### src/rtl/four_bit_program_sequencer_if.sv
// Host-side bus of the 4-bit program sequencer: program load, run control, core drive.
// Adds STEP_MODE_I/STEP_I when SEQ_SINGLE_STEP_EN is defined.
interface four_bit_program_sequencer_if;
  localparam int unsigned NIB_W  = 4;
  localparam int unsigned WORD_W = 8;

  logic              PROG_WE_I;
  logic [NIB_W-1:0]  PROG_ADDR_I;
  logic [WORD_W-1:0] PROG_DATA_I;
  logic              START_I;
  logic              ABORT_I;
`ifdef SEQ_SINGLE_STEP_EN
  logic              STEP_MODE_I;
  logic              STEP_I;
`endif
  logic              CORE_RST_N_O;
  logic [NIB_W-1:0]  INSTRUCTION_O;
  logic [NIB_W-1:0]  DATA_O;
  logic [NIB_W-1:0]  PC_O;
  logic              BUSY_O;
  logic              DONE_O;
  logic              TIMEOUT_O;

  modport master (
    output PROG_WE_I, PROG_ADDR_I, PROG_DATA_I, START_I, ABORT_I,
    input  CORE_RST_N_O, INSTRUCTION_O, DATA_O, PC_O, BUSY_O, DONE_O, TIMEOUT_O
`ifdef SEQ_SINGLE_STEP_EN
    , output STEP_MODE_I, STEP_I
`endif
  );

  modport slave (
    input  PROG_WE_I, PROG_ADDR_I, PROG_DATA_I, START_I, ABORT_I,
    output CORE_RST_N_O, INSTRUCTION_O, DATA_O, PC_O, BUSY_O, DONE_O, TIMEOUT_O
`ifdef SEQ_SINGLE_STEP_EN
    , input STEP_MODE_I, STEP_I
`endif
  );
endinterface

### src/rtl/four_bit_program_sequencer.sv
// 16-word program sequencer feeding the 4-bit core, two cycles per instruction.
// Optional single-step pause mode is enabled by defining SEQ_SINGLE_STEP_EN.
module four_bit_program_sequencer #(
  parameter int unsigned STEP_LIMIT = 255,
  parameter int unsigned PROG_DEPTH = 16
) (
  input logic                         CLK_I,
  input logic                         RST_I,
  four_bit_program_sequencer_if.slave bus
);
  localparam int unsigned NIB_W  = 4;
  localparam int unsigned WORD_W = 8;
  localparam int unsigned CNT_W  = 8;

  localparam logic [NIB_W-1:0] OP_MOV  = 4'd1;
  localparam logic [NIB_W-1:0] OP_ADD  = 4'd2;
  localparam logic [NIB_W-1:0] OP_SUB  = 4'd3;
  localparam logic [NIB_W-1:0] OP_JMP  = 4'd4;
  localparam logic [NIB_W-1:0] OP_JZ   = 4'd5;
  localparam logic [NIB_W-1:0] OP_JNZ  = 4'd6;
  localparam logic [NIB_W-1:0] OP_HALT = 4'd15;

  typedef enum logic [2:0] {
    ST_IDLE, ST_CLR, ST_FETCH, ST_ISSUE, ST_DONE
`ifdef SEQ_SINGLE_STEP_EN
    , ST_PAUSE
`endif
  } state_e;

  state_e            state_q, state_d;
  logic [WORD_W-1:0] mem [PROG_DEPTH];
  logic [WORD_W-1:0] ir_q, ir_d, fetch_w;
  logic [NIB_W-1:0]  pc_q, pc_d, a_q, a_d, acc_q, acc_d;
  logic [NIB_W-1:0]  ins_q, ins_d, dat_q, dat_d, op, opr;
  logic [CNT_W-1:0]  step_q, step_d, step_inc;
  logic              crn_q, crn_d, busy_q, busy_d, done_q, done_d, to_q, to_d;
  logic              prog_open, at_limit;

  assign op        = ir_q[7:4];
  assign opr       = ir_q[3:0];
  assign fetch_w   = mem[pc_q];
  assign step_inc  = step_q + CNT_W'(1);
  assign at_limit  = (step_inc == CNT_W'(STEP_LIMIT));
  assign prog_open = (state_q == ST_IDLE) || (state_q == ST_DONE);

  // Program store; never reset, writable only while no run is active
  always_ff @(posedge CLK_I) begin
    if (bus.PROG_WE_I && prog_open) mem[bus.PROG_ADDR_I] <= bus.PROG_DATA_I;
  end

  always_ff @(posedge CLK_I) begin
    if (RST_I) state_q <= ST_IDLE;
    else       state_q <= state_d;
  end

  always_comb begin
    state_d = state_q;
    case (state_q)
      ST_IDLE, ST_DONE: if (bus.START_I) state_d = ST_CLR;
      ST_CLR:           state_d = ST_FETCH;
      ST_FETCH:         state_d = ST_ISSUE;
      ST_ISSUE: begin
        if (op == OP_HALT || at_limit) state_d = ST_DONE;
`ifdef SEQ_SINGLE_STEP_EN
        else if (bus.STEP_MODE_I)      state_d = ST_PAUSE;
`endif
        else                           state_d = ST_FETCH;
      end
`ifdef SEQ_SINGLE_STEP_EN
      ST_PAUSE:         if (bus.STEP_I) state_d = ST_FETCH;
`endif
      default:          state_d = ST_IDLE;
    endcase
    if (bus.ABORT_I) state_d = ST_IDLE;
  end

  // Next values for every registered output and the shadow datapath
  always_comb begin
    pc_d   = pc_q;
    a_d    = a_q;
    acc_d  = acc_q;
    step_d = step_q;
    ir_d   = ir_q;
    to_d   = to_q;
    ins_d  = '0;
    dat_d  = '0;
    crn_d  = (state_d != ST_CLR);
    busy_d = (state_d != ST_IDLE) && (state_d != ST_DONE);
    done_d = (state_d == ST_DONE);
    case (state_q)
      ST_IDLE, ST_DONE: begin
        if (bus.START_I) begin
          pc_d   = '0;
          a_d    = '0;
          acc_d  = '0;
          step_d = '0;
          to_d   = 1'b0;
        end
      end
      ST_FETCH: begin
        ir_d  = fetch_w;
        ins_d = fetch_w[7] ? '0 : fetch_w[7:4];
        dat_d = fetch_w[3:0];
      end
      ST_ISSUE: begin
        step_d = step_inc;
        pc_d   = pc_q + NIB_W'(1);
        case (op)
          OP_MOV:  a_d   = opr;
          OP_ADD:  acc_d = acc_q + a_q;
          OP_SUB:  acc_d = acc_q - a_q;
          OP_JMP:  pc_d  = a_q;
          OP_JZ:   if (acc_q == '0) pc_d = a_q;
          OP_JNZ:  if (acc_q != '0) pc_d = a_q;
          default: ;
        endcase
        to_d = (op != OP_HALT) && at_limit;
      end
      default: ;
    endcase
    // Abort leaves the core running but clears what the host sees
    if (bus.ABORT_I) begin
      pc_d  = '0;
      to_d  = 1'b0;
      ins_d = '0;
      dat_d = '0;
    end
  end

  always_ff @(posedge CLK_I) begin
    if (RST_I) begin
      pc_q   <= '0;
      a_q    <= '0;
      acc_q  <= '0;
      step_q <= '0;
      ir_q   <= '0;
      ins_q  <= '0;
      dat_q  <= '0;
      crn_q  <= 1'b0;
      busy_q <= 1'b0;
      done_q <= 1'b0;
      to_q   <= 1'b0;
    end else begin
      pc_q   <= pc_d;
      a_q    <= a_d;
      acc_q  <= acc_d;
      step_q <= step_d;
      ir_q   <= ir_d;
      ins_q  <= ins_d;
      dat_q  <= dat_d;
      crn_q  <= crn_d;
      busy_q <= busy_d;
      done_q <= done_d;
      to_q   <= to_d;
    end
  end

  assign bus.CORE_RST_N_O  = crn_q;
  assign bus.INSTRUCTION_O = ins_q;
  assign bus.DATA_O        = dat_q;
  assign bus.PC_O          = pc_q;
  assign bus.BUSY_O        = busy_q;
  assign bus.DONE_O        = done_q;
  assign bus.TIMEOUT_O     = to_q;
endmodule

### src/flat_wrapper.sv
// flat-port wrapper written by rule: the top's interface ports become plain ports
module four_bit_program_sequencer_flat 
#(
  parameter int unsigned STEP_LIMIT = 255,
  parameter int unsigned PROG_DEPTH = 16
)
  (CLK_I, RST_I, bus_PROG_WE_I, bus_PROG_ADDR_I, bus_PROG_DATA_I, bus_START_I, bus_ABORT_I, bus_CORE_RST_N_O, bus_INSTRUCTION_O, bus_DATA_O, bus_PC_O, bus_BUSY_O, bus_DONE_O, bus_TIMEOUT_O);
  four_bit_program_sequencer_if bus_i ();
  input logic CLK_I;
  input logic RST_I;
  input wire logic [$bits(bus_i.PROG_WE_I)-1:0] bus_PROG_WE_I;
  input wire logic [$bits(bus_i.PROG_ADDR_I)-1:0] bus_PROG_ADDR_I;
  input wire logic [$bits(bus_i.PROG_DATA_I)-1:0] bus_PROG_DATA_I;
  input wire logic [$bits(bus_i.START_I)-1:0] bus_START_I;
  input wire logic [$bits(bus_i.ABORT_I)-1:0] bus_ABORT_I;
  output wire logic [$bits(bus_i.CORE_RST_N_O)-1:0] bus_CORE_RST_N_O;
  output wire logic [$bits(bus_i.INSTRUCTION_O)-1:0] bus_INSTRUCTION_O;
  output wire logic [$bits(bus_i.DATA_O)-1:0] bus_DATA_O;
  output wire logic [$bits(bus_i.PC_O)-1:0] bus_PC_O;
  output wire logic [$bits(bus_i.BUSY_O)-1:0] bus_BUSY_O;
  output wire logic [$bits(bus_i.DONE_O)-1:0] bus_DONE_O;
  output wire logic [$bits(bus_i.TIMEOUT_O)-1:0] bus_TIMEOUT_O;
  assign bus_i.PROG_WE_I = bus_PROG_WE_I;
  assign bus_i.PROG_ADDR_I = bus_PROG_ADDR_I;
  assign bus_i.PROG_DATA_I = bus_PROG_DATA_I;
  assign bus_i.START_I = bus_START_I;
  assign bus_i.ABORT_I = bus_ABORT_I;
  assign bus_CORE_RST_N_O = bus_i.CORE_RST_N_O;
  assign bus_INSTRUCTION_O = bus_i.INSTRUCTION_O;
  assign bus_DATA_O = bus_i.DATA_O;
  assign bus_PC_O = bus_i.PC_O;
  assign bus_BUSY_O = bus_i.BUSY_O;
  assign bus_DONE_O = bus_i.DONE_O;
  assign bus_TIMEOUT_O = bus_i.TIMEOUT_O;
  four_bit_program_sequencer #(.STEP_LIMIT(STEP_LIMIT), .PROG_DEPTH(PROG_DEPTH)) u_core (.CLK_I(CLK_I), .RST_I(RST_I), .bus(bus_i));
endmodule
### config.mk
export PLATFORM = sky130hd
export DESIGN_NAME = four_bit_program_sequencer_flat
export DESIGN_NICKNAME = d
export VERILOG_FILES = /design/src/rtl/four_bit_program_sequencer_if.sv /design/src/rtl/four_bit_program_sequencer.sv /design/src/flat_wrapper.sv
export SDC_FILE = /design/constraint.sdc
export NUM_CORES = 1
export LEC_CHECK = 0
export ABC_AREA = 1
export BUFFER_PORTS_ARGS = -buffer_cell sky130_fd_sc_hd__clkbuf_2
export CELL_PAD_IN_SITES_DETAIL_PLACEMENT = 2
export CELL_PAD_IN_SITES_GLOBAL_PLACEMENT = 2
export CORE_MARGIN = 2
export CORE_UTILIZATION = 40
export DETAILED_ROUTE_END_ITERATION = 16
export PLACE_DENSITY = 0.89
export SYNTH_ARGS = -nofsm -noshare
export SYNTH_HDL_FRONTEND = slang
export SYNTH_SLANG_ARGS = --single-unit
### constraint.sdc
create_clock -name CLK_I -period 2.7 [get_ports CLK_I]
set_clock_uncertainty 0.15 [all_clocks]
set_input_delay 0.135 -clock CLK_I [delete_from_list [all_inputs] [get_ports CLK_I]]
set_output_delay 0.135 -clock CLK_I [all_outputs]
set_load 0.02 [all_outputs]
# Word level (Yosys, flattened, before mapping)
# Memories as Yosys holds them, arrays and structs flattened. A register that Yosys moved wholly into a read port is not among the register bits.
# Index checks and enable logic that the tools add are counted.
[classes]
n_eq_ne = 19
n_bitwise = 1
n_reduce_logical = 17
mux = 21
add_sub_neg = 4
[op_table]
columns = ["op", "count"]
rows = [
  ["4-bit one-hot mux with 2 select lines", 4],
  ["4-bit two-way mux", 6],
  ["8-bit one-hot mux with 2 select lines", 1],
  ["4-bit by 3-bit == test with 1-bit output (second input constant)", 3],
  ["3-bit one-hot mux with 4 select lines", 1],
  ["4-bit one-hot mux with 3 select lines", 1],
  ["3-bit two-way mux", 3],
  ["8-bit by 1-bit adder with 8-bit output (second input constant)", 1],
  ["4-bit by 2-bit == test with 1-bit output (second input constant)", 2],
  ["8-bit == test (second input constant)", 1],
  ["8-bit two-way mux", 1],
  ["3-bit by 2-bit == test with 1-bit output (second input constant)", 2],
  ["3-bit == test (second input constant)", 2],
  ["3-bit inequality test (second input constant)", 2],
  ["3-bit AND reduction", 2],
  ["4-bit by 1-bit adder with 4-bit output (second input constant)", 1],
  ["4-bit adder", 1],
  ["4-bit by 1-bit == test with 1-bit output (second input constant)", 1],
  ["4-bit == test (second input constant)", 1],
  ["4-bit logical NOT", 1],
  ["2-bit inequality test (second input constant)", 2],
  ["4-bit inequality test (second input constant)", 1],
  ["4-bit nonzero test", 1],
  ["2-bit OR reduction", 2],
  ["other kinds (14)", 19],
]
[totals]
mem_bits_rw = 128
mem_count = 1
register_bits = 43
output_inout_bits = 16
input_bits = 17
[memory_table]
columns = ["memory", "depth", "width", "read_ports", "rd_clocked_by_memory_dff", "write_ports", "line_no", "text"]
rows = [
  ["u_core.mem", 16, 8, 1, 1, 1, "four_bit_program_sequencer.sv:31", "logic [WORD_W-1:0] mem [PROG_DEPTH];"],
]

# Logic depth before layout (Yosys ltp)
# Gate-level depths: netlist of run 1.
[logic_depth]
ltp_word = 8
mapped_depth = 13
mapped_depth_nobuf = 13

# Worst setup path after synthesis of run 1
# No wires, ideal clock.
[synth_path]
kind = "reg-to-reg"
startpoint = "register u_core.a_q[0]"
endpoint = "register u_core.acc_q[3]"
t_required_ns = 2.480
setup_ns = 0.070
period_less_slack_ns = 1.882
slack_ns = 0.818
n_path_buf = 0
t_arrival_ns = 1.661
stages_incl_launch_ff = 13
cell_sequence = "dfxtp_1 -> inv_1 -> ha_1 -> a21oi_1 -> xor2_1 -> ha_1 -> nand2_1 -> nand2_1 -> a31oi_1 -> inv_1 -> nand2_1 -> nand3_1 -> a21oi_1"
[synth_between]
elab_chain_cells = 3
[synth_lines]
columns = ["item", "line_no", "text"]
rows = [
  ["start, declared", "four_bit_program_sequencer.sv:33", "logic [NIB_W-1:0] pc_q, pc_d, a_q, a_d, acc_q, acc_d;"],
  ["start signal, assigned", "four_bit_program_sequencer.sv:133", "a_q <= '0;"],
  ["start signal, assigned", "four_bit_program_sequencer.sv:145", "a_q <= a_d;"],
  ["4-bit subtractor or 4-bit adder (tied branches)", "four_bit_program_sequencer.sv:111, four_bit_program_sequencer.sv:110", ""],
  ["4-bit one-hot mux with 2 select lines (*)", "four_bit_program_sequencer.sv:108", "case (op)"],
  ["4-bit one-hot mux with 2 select lines (*)", "four_bit_program_sequencer.sv:90", "case (state_q)"],
  ["end signal, assigned", "four_bit_program_sequencer.sv:134", "acc_q <= '0;"],
  ["end signal, assigned", "four_bit_program_sequencer.sv:146", "acc_q <= acc_d;"],
  ["end, declared", "four_bit_program_sequencer.sv:33", ""],
]
# Mark *: on every way between the ends. The rest lies on a longest branch, timed or not.
# A chain may end at the register's enable or synchronous reset.

# Final worst setup path of run 1
[layout_path]
startpoint = "register u_core.state_q[1]"
endpoint = "memory u_core.mem[0][6] (enable)"
[layout_between]
elab_chain_cells = 5
[layout_lines]
columns = ["item", "line_no", "text"]
rows = [
  ["start, declared", "four_bit_program_sequencer.sv:30", "state_e state_q, state_d;"],
  ["start signal, assigned", "four_bit_program_sequencer.sv:53", "else state_q <= state_d;"],
  ["3-bit == test or 3-bit logical NOT (tied branches)", "four_bit_program_sequencer.sv:44", "assign prog_open = (state_q == ST_IDLE) || (state_q == ST_DONE);"],
  ["1-bit logical OR (*)", "four_bit_program_sequencer.sv:44", ""],
  ["1-bit logical AND (*)", "four_bit_program_sequencer.sv:48", "if (bus.PROG_WE_I && prog_open) mem[bus.PROG_ADDR_I] <= bus.PROG_DATA_I;"],
  ["1-bit two-way mux (*)", "four_bit_program_sequencer.sv:48", ""],
  ["1-bit two-way mux (not written as such) (*)", "four_bit_program_sequencer.sv:48", ""],
  ["end, declared", "four_bit_program_sequencer.sv:31", ""],
]
# Marked as above.

==> results of run 1 <==
-- cells in the mapped netlist, types with 4 or more instances --
library cell,count,area share (%)
buf_6,4,0.61
ha_1,7,1.2
nand4_1,4,0.34
nand2_2,5,0.42
clkbuf_1,9,0.45
buf_4,4,0.40
inv_1,117,5.9
nand3_1,77,5.2
buf_2,14,0.94
xor2_1,4,0.47
dfxtp_1,46,12
edfxtp_1,128,52
nor2_1,34,1.7
o21a_1,4,0.40
nand2_1,105,5.3
a21oi_1,71,4.8
o21ai_0,37,2.5
o211ai_1,32,3.2
-- layout make-up --
| class | count | area [um2] | share of cell area, % |
|---|---|---|---|
| inverter | 120 | 450 | 5.31 |
| sequential | 174 | 4770 | 56.3 |
| tap | 229 | 287 | 3.38 |
| multi-input combinational | 397 | 2040 | 24.1 |
| clock buffer | 18 | 429 | 5.06 |
| clock inverter | 14 | 166 | 1.96 |
| timing repair buffer | 50 | 330 | 3.90 |
-- power groups by stage --
stage	Sequential, W	Combinational (W)	Clock (W)
2_1_floorplan	0.00297	0.0000714	0
3_3_place_gp	0.00296	0.000151	0
3_5_place_dp	0.00297	0.000169	0
4_1_cts	0.00291	0.000178	0.00260
5_1_grt	0.00291	0.000193	0.00270
6_report	0.00291	0.000181	0.00258
-- metal layers --
layer | wire length, um | GRT usage (%)
met2 | 13500 | 49.3
met5 | 0 | 0
met1 | 10300 | 31.8
met3 | 1140 | 5.74
met4 | 980 | 11.6
-- sequential cells by signal, indices dropped and copies added (netlist names), named ones only --
name,flops
u_core.mem,128
u_core.ir_q,8
u_core.step_q,8
u_core.a_q,4
u_core.acc_q,4
u_core.bus.DATA_O,4
u_core.bus.PC_O,4
u_core.bus.INSTRUCTION_O,3
u_core.state_q,3
u_core.bus.BUSY_O,1
u_core.bus.CORE_RST_N_O,1
u_core.bus.DONE_O,1
u_core.bus.TIMEOUT_O,1
-- metrics by stage --
stage | std cells | setup WS, ns
after floorplan | 723 | 0.818
after global placement | 967 | 0.671
after detailed placement | 967 | 0.295
after CTS | 1002 | 0.124
after global routing | 1002 | 0.0451
final | 1002 | 0.197
-- path summary, 6_finish.rpt --
kind / start / endpoint / slack (ns)
worst min-delay path: bus_PROG_DATA_I[0] / u_core.mem[13][0] / 0.06
worst max register to register: u_core.state_q[1] / u_core.mem[0][6] / 0.20
worst min register to register: u_core.step_q[7] / u_core.step_q[7] / 0.36
worst max-delay path: u_core.state_q[1] / u_core.mem[0][6] / 0.20
-- cell usage in the layout (no fill, tap or decap), drive strengths merged --
cell | netlist | routed
a21oi | 71 | 71
a31oi | 1 | 1
buf | 23 | 16
bufinv | 0 | 3
clkbuf | 9 | 49
clkinv | 1 | 7
clkinvlp | 0 | 3
conb | 1 | 1
dfxtp | 46 | 46
dlygate4sd3 | 0 | 3
edfxtp | 128 | 128
fa | 1 | 1
ha | 7 | 7
inv | 119 | 121
nand2 | 110 | 110
nand3 | 78 | 78
nand4 | 4 | 4
nor2 | 37 | 37
nor3 | 3 | 3
o211ai | 32 | 32
o21a | 4 | 4
o21ai | 38 | 38
o21bai | 1 | 1
o22ai | 1 | 1
o31ai | 1 | 1
or2 | 1 | 1
xnor2 | 2 | 2
xor2 | 4 | 4
-- repair_timing --
action | CTS | global route
setup endpoints to repair | 0 | 1
hold endpoints to repair | 6 | 0
hold buffers | 3 | 0
gates resized for setup | 0 | 2
-- cells by family after synthesis --
kind of cell | after synthesis | synth area share, %
simple gates | 233 | 13.9
flops | 174 | 64.0
buf+inv | 152 | 8.51
compound gates | 149 | 11.3
fa+ha+maj | 8 | 1.45
xor+xnor | 6 | 0.706
other cells | 1 | 0.0504
-- critical path, stage by stage, from the launching register on --
cell and delay [ns]:
dfxtp_1 0.33, nor2_1 0.27, inv_1 0.16, nor2_1 0.35
nand2_1 0.23, nor2_1 0.65
==> results list, run 1 <==
- The final layout contains 785 nets.
- The total overflow left after global routing is 0.
- Data arrives at the worst endpoint at 2.42 ns.
- Total wire length: 25.9 mm
- WHS: 0.0617 ns
- Die span in y: 140 um
- Total clock buffers created by CTS: 17
- Critical Path RT: 2.62 ns
- Measured on the finished design, the core utilization comes to 46.9%.
- Most frequently used flop master after synthesis: edfxtp_1
- Number of nets still failing antenna checks after routing: 0
- Cell internal power was estimated by the tool at 0.00439 W.
- Number of filler cells placed in the layout: 1816
- In the final timing run, aggregate negative setup slack is 0 ns.
* Psw: 0.00128 W
- Dividing total power by cell area gives a power density of 669 nW/um2.
- For this block, the initial DRC count from the detailed router was 402.
- The first global-routing pass estimated 39.6 mm of wire.
- For this configuration, the core starts out at a cell density of 41.1%.
- Floorplan core area: 18100 um2
- Number of global-route vias before repair: 6372
* Switching fraction of total power: 22.6%
- Async S/R FF share, synth: 0%
- The routed layout has 5688 vias.
* Full die area: 19700 um2
* Synthesized instance count: 723
* Combinational power share: 3.2%
- Max Fanout on Critical Path: 8
- Antenna cell count: 0
- Die width: 140 um
- Yosys printed 0 warnings.
- For the worst-skew pair, the clock arrives at the later sink with an insertion delay of 0.45 ns.
- At the pin with the least slew margin, the transition time is 0.791 ns.
* Part of the total power dissipated in the clock network: 45.5%
- Area Growth Syn to Fin: 14.0%
- Distinct cell type count after synthesis: 36
- The worst setup path is launched from a flip-flop.
* Worst min-delay path class: input pin to flip-flop
* Number of antenna violations at the first check in global routing: 0
- TritonCTS clock tree: yes
- Before antenna repair, the detailed router went through 5 iterations.
- The clock tree synthesis step divided the H-tree into 4 levels.
- The tree is rooted in a clkbuf_16.
- Cell count of the worst hold path: 1
* Total power after layout: 0.00567 W
* RSZ-0062 raised after global routing: no
* Number of enable flip-flop cells after synthesis: 128
- In this run, synthesis produced a sequential element count of 174.
- Number of setup violations in the final report: 0
- In the final routed layout, each cell accounts on average for 25.9 um.
- Derived from the worst setup path, the maximum achievable clock frequency is 399 MHz.
- The mapped netlist covers 7440 um2.
- Total leakage power: 3.14 nW
- Counting cells, the worst reg-to-reg path comes to 5.
- Across the run, the number of max-cap violations was 0.
- Final hold viol count: 0
- Largest vdd supply drop: 0.649 mV
- Final-report max-slew violation count: 0
* Share of the clock period used by the worst path after layout: 92.7%
- At the end of routability-driven placement, the weighted congestion stood at 0.759.
- Detailed placement finished with a half-perimeter wire length of 16.4 mm.
- Counting every sink on the clock net gives 174.
* Startpoint-to-endpoint class of the critical path: flip-flop to flip-flop
- Placed cell areas: 7850 um2
- Post-CTS setup repair buffer count: 0
* Run status: finished clean
* Fraction of final layout cells sized beyond drive strength 1: 12.3%
- Number of I/O port buffers: 31
- The number of nets in the synthesized netlist is 748.
- Total track usage: 27.5%
- Top-Level Pins: 33
* Sequential share of power: 51.3%
* Tightest slew margin relative to the limit: 47.1%
- In the routed design, unresolved DRC markers number 0.
- The worst setup path is captured at a flip-flop.
* Clock edge transition at the registers on the reported setup and hold paths: 0.07 ns
- Number of vias per cell: 5.68
- Final critical-path required period: 2.50 ns
- Mapped Avg Cell Area: 10.3 um2
* Clock buffer depth: 2
- Register area share after synthesis: 64.0%
* Total number of placement rows: 49
- Largest net degree at the start of global routing: 56
* Fin area: 8480 um2
(Power assumes the default switching activity.)
==> run 2: changes to the inputs <==
--- a/config.mk
+++ b/config.mk
@@ -10,9 +10,9 @@
 export CELL_PAD_IN_SITES_DETAIL_PLACEMENT = 2
 export CELL_PAD_IN_SITES_GLOBAL_PLACEMENT = 2
 export CORE_MARGIN = 2
-export CORE_UTILIZATION = 40
+export CORE_UTILIZATION = 38
 export DETAILED_ROUTE_END_ITERATION = 16
-export PLACE_DENSITY = 0.89
+export PLACE_DENSITY = 0.86
 export SYNTH_ARGS = -nofsm -noshare
 export SYNTH_HDL_FRONTEND = slang
 export SYNTH_SLANG_ARGS = --single-unit
==> run 2 against run 1 <==
Compared with the run above:
- utilization fell by 3.0 points
- non-clock buffer count down 1
- maximum frequency grew 3.2%
- global-route usage is 4.5 points lower
- clock-buffer cell count shrank 1
- sequential share of layout area barely moved
- critical path type unchanged
- critical endpoint is now u_core.state_q[2]
- largest cell class unchanged
- largest power group unchanged
==> results list, run 2 (synthesized netlist as in run 1, its figures left out) <==
- The run finished with clean final reports.
- Sequential share of power: 53.2% (+1.9 points)
- TritonCTS clock tree: yes
* Area Growth Syn to Fin: 14.0% (about the same)
* Floorplan core area: 19300 um2 (+6.9%)
- The share of total power consumed by net switching is 23.9% (+1.3 points).
- The cell sitting at the root of the clock tree is a clkbuf_16.
* Number of nets still failing antenna checks after routing: 0 (unchanged)
- The internal power summed over all cells is 0.00415 W (-5.3%).
- STA classifies the critical path endpoint as a flip-flop.
- The final estimated routing congestion in global placement is 0.772 (+1.7%).
- Worst path max stage delay: 0.57 ns (-0.08 ns)
- The required time of the critical path was 2.93 ns (+0.31 ns).
* Critical-path cell list: ha_2, nand3_1, o21ai_1, nand2_1, nor2_1, nand2_1, nand2_2, nand2_2, a21oi_1, dlygate4sd3_1
* Clock buffer depth: 2 (unchanged)
- The path class of the tightest hold or removal check is input pin to flip-flop.
- Share of the clock period used by the worst path after layout: 89.9% (-2.8 points)
* Startpoint Class: flip-flop
- Max Fanout on Critical Path: 6 (-2)
* Antenna cell count: 0 (unchanged)
- The final global-route overflow total is 0 (unchanged).
* Psw: 0.00130 W (+1.7%)
- The horizontal die dimension is 144 um (+2.5%).
* Top-Level Pins: 33 (unchanged)
* Summed negative setup slack over all endpoints: 0 ns (unchanged)
- Nets: 784 (-0.13%)
- Number of H-tree branching levels: 4 (unchanged)
- Final critical-path required period: 2.43 ns (-0.0768 ns)
- The logic depth of the worst register-to-register path is 10 (+5).
- The part of the total power dissipated in combinational logic came to 3.1% (about the same).
* Part of the total power dissipated in the clock network: 43.7% (-1.8 points)
- Total clock buffers created by CTS: 17 (unchanged)
- Total wire length: 22.3 mm (-14%)
* Maximum frequency from static timing analysis: 412 MHz (+3.2%)
- The average detailed-routed wire length per instance came to 21.5 um (-17%).
* Startpoint-to-endpoint class of the critical path: flip-flop to flip-flop
- The pin count of the biggest net entering global routing came to 61 (+8.9%).
- Arrival time of the worst setup path: 2.66 ns (+0.24 ns)
- Met2 WL post-DR: 11.8 mm (-12%)
- Cell count of the worst hold path: 2 (+1)
- The power density over the cells was 643 nW/um2 (-3.8%).
- Die span in y: 144 um (+2.5%)
* Non-Filler Instances: 1037 (+3.5%)
* Number of DRC violations after detailed-routing iteration 0: 371 (-7.7%)
- Total number of placement rows: 51 (+4.1%)
- Number of filler cells placed in the layout: 2014 (+11%)
- Final hold viol count: 0 (unchanged)
- Top reg by flops: u_core.mem
* Number of I/O port buffers: 31 (unchanged)
* Total routed wire length on the met1 layer: 9.25 mm (-11%)
- The total DRC errors in the routed layout is 0 (unchanged).
- Fraction of final layout cells sized beyond drive strength 1: 12.2% (-0.11 points)
- The HPWL after detailed placement was 15.4 mm (-6.2%).
- The transition time at the pin with the least slew margin is 0.683 ns (-0.108 ns).
- The number of vias per cell after detailed routing came to 5.20 (-8.3%).
- Final-report max-slew violation count: 0 (unchanged)
* Number of flip-flops under the largest register name: 128 (unchanged)
- In this design, the largest share of critical-path delay is due to simple AND/OR/NAND/NOR gates.
- The largest registers in the layout are u_core.mem: 128 flops, u_core.ir_q: 8 flops, u_core.step_q: 8 flops.
* Number of setup violations in the final report: 0 (unchanged)
- The initial antenna violation count came to 0 (unchanged).
- The number of cells after detailed placement is 1002 (+3.6%).
* Pre-antenna DRT Iters: 5 (unchanged)
- Commonest cells after routing, fill and taps aside: edfxtp_1, inv_1, nand2_1, nand3_1, a21oi_1
- Count of clock tree sinks: 174 (unchanged)
* Maximum capacitance violations: 0 (unchanged)
- The leakage power summed over all cells came to 3.12 nW (-0.53%).
* Initial cell density of the core: 38.5% (-2.7 points)
- Total track usage: 23.0% (-4.5 points)
- Full die area: 20700 um2 (+5.1%)
* WP depth: 10 (+5)
* Global-route wire length before repair: 34.4 mm (-13%)
- Routed via count: 5396 (-5.1%)
* Most frequent standard cell in the layout excluding fill and tap cells: edfxtp_1
- The clock latency on the worst-skew pair came to 0.44 ns (about the same).
* RSZ-0062 raised after global routing: no
- Number of global-route vias before repair: 5923 (-7.0%)
- Slowest CP cell: dlygate4sd3_1
* Tightest slew margin relative to the limit: 54.3% (+7.2 points)
* Routed wl met3: 943 um (-17%)
- Clock edge transition at the registers on the reported setup and hold paths: 0.07 ns (about the same)
- The worst vdd rail ir drop was 0.445 mV (-31%).
- Top layer in use: met4
* CP Buf/Inv Count: 1 (unchanged)
run 2: changes by cell type in the layout (fill, tap and decap cells not counted), sizes merged:
cell      previous run  this run
buf                 16        15
bufinv               3         0
clkbuf              49        48
clkinv               7         4
clkinvlp             3         2
inv                121       129
run 2: layout make-up:
type / instances / area (um2) / share of cell area [%]
flip-flops and latches: 174 / 4770 / 56.2
multi-input cells: 397 / 2040 / 24.1
inverters: 120 / 450 / 5.31
clock buffers: 17 / 425 / 5.01
well taps: 265 / 332 / 3.91
repair buffers: 49 / 323 / 3.81
clock inverters: 15 / 139 / 1.64
run 2: what timing repair did:
item,in CTS,in global routing
endpoints found under the hold margin,6,0
gates resized for setup,0,2
endpoints found under the setup margin,0,1
buffers inserted,0,0
hold buffers,3,0
run 2: worst reg2reg max path, delay by kind of cell, from the launching register on:
| family | cells | cell delay (ns) |
|---|---|---|
| buf+inv | 1 | 0.57 |
| fa+ha+maj | 1 | 0.28 |
| compound gates | 2 | 0.32 |
| flops | 1 | 0.44 |
| simple gates | 6 | 0.61 |
run 2: stage by stage:
step | total power (W) | hold WS (ns) | worst slack (ns) | utilization, % | area [um2]
after floorplan | 0.00304 | 0.0839 | 0.818 | - | 7440
after global placement | 0.00312 | 0.306 | 0.527 | 40.8 | 7890
after detailed placement | 0.00313 | 0.318 | 0.391 | 40.8 | 7890
after CTS | 0.00550 | 0.0544 | 0.260 | 43.9 | 8480
after global routing | 0.00562 | 0.0596 | 0.0535 | 43.9 | 8480
final | 0.00546 | 0.0457 | 0.273 | 43.9 | 8480
run 2: path summary, 6_finish.rpt:
check	from	endpoint	slack, ns
worst max-delay path	u_core.step_q[0]	u_core.state_q[2]	0.27
worst min-delay path	RST_I	u_core.step_q[5]	0.05
worst max register to register	u_core.step_q[0]	u_core.state_q[2]	0.27
worst min register to register	u_core.a_q[1]	u_core.a_q[1]	0.33
run 2: power by group through the flow:
stage	logic [W]	clock network, W	registers, W
finish	0.000169	0.00238	0.00291
global route	0.000186	0.00253	0.00291
CTS	0.000172	0.00242	0.00291
detailed placement	0.000168	0	0.00297
global placement	0.000153	0	0.00296
floorplan	0.0000714	0	0.00297
run 2: routing by layer:
layer  vias up  GRT usage, %
met5         -             0
met4         0          6.81
met3        25          4.63
met2       119          42.0
met1      2729          27.3
li1       2523             -
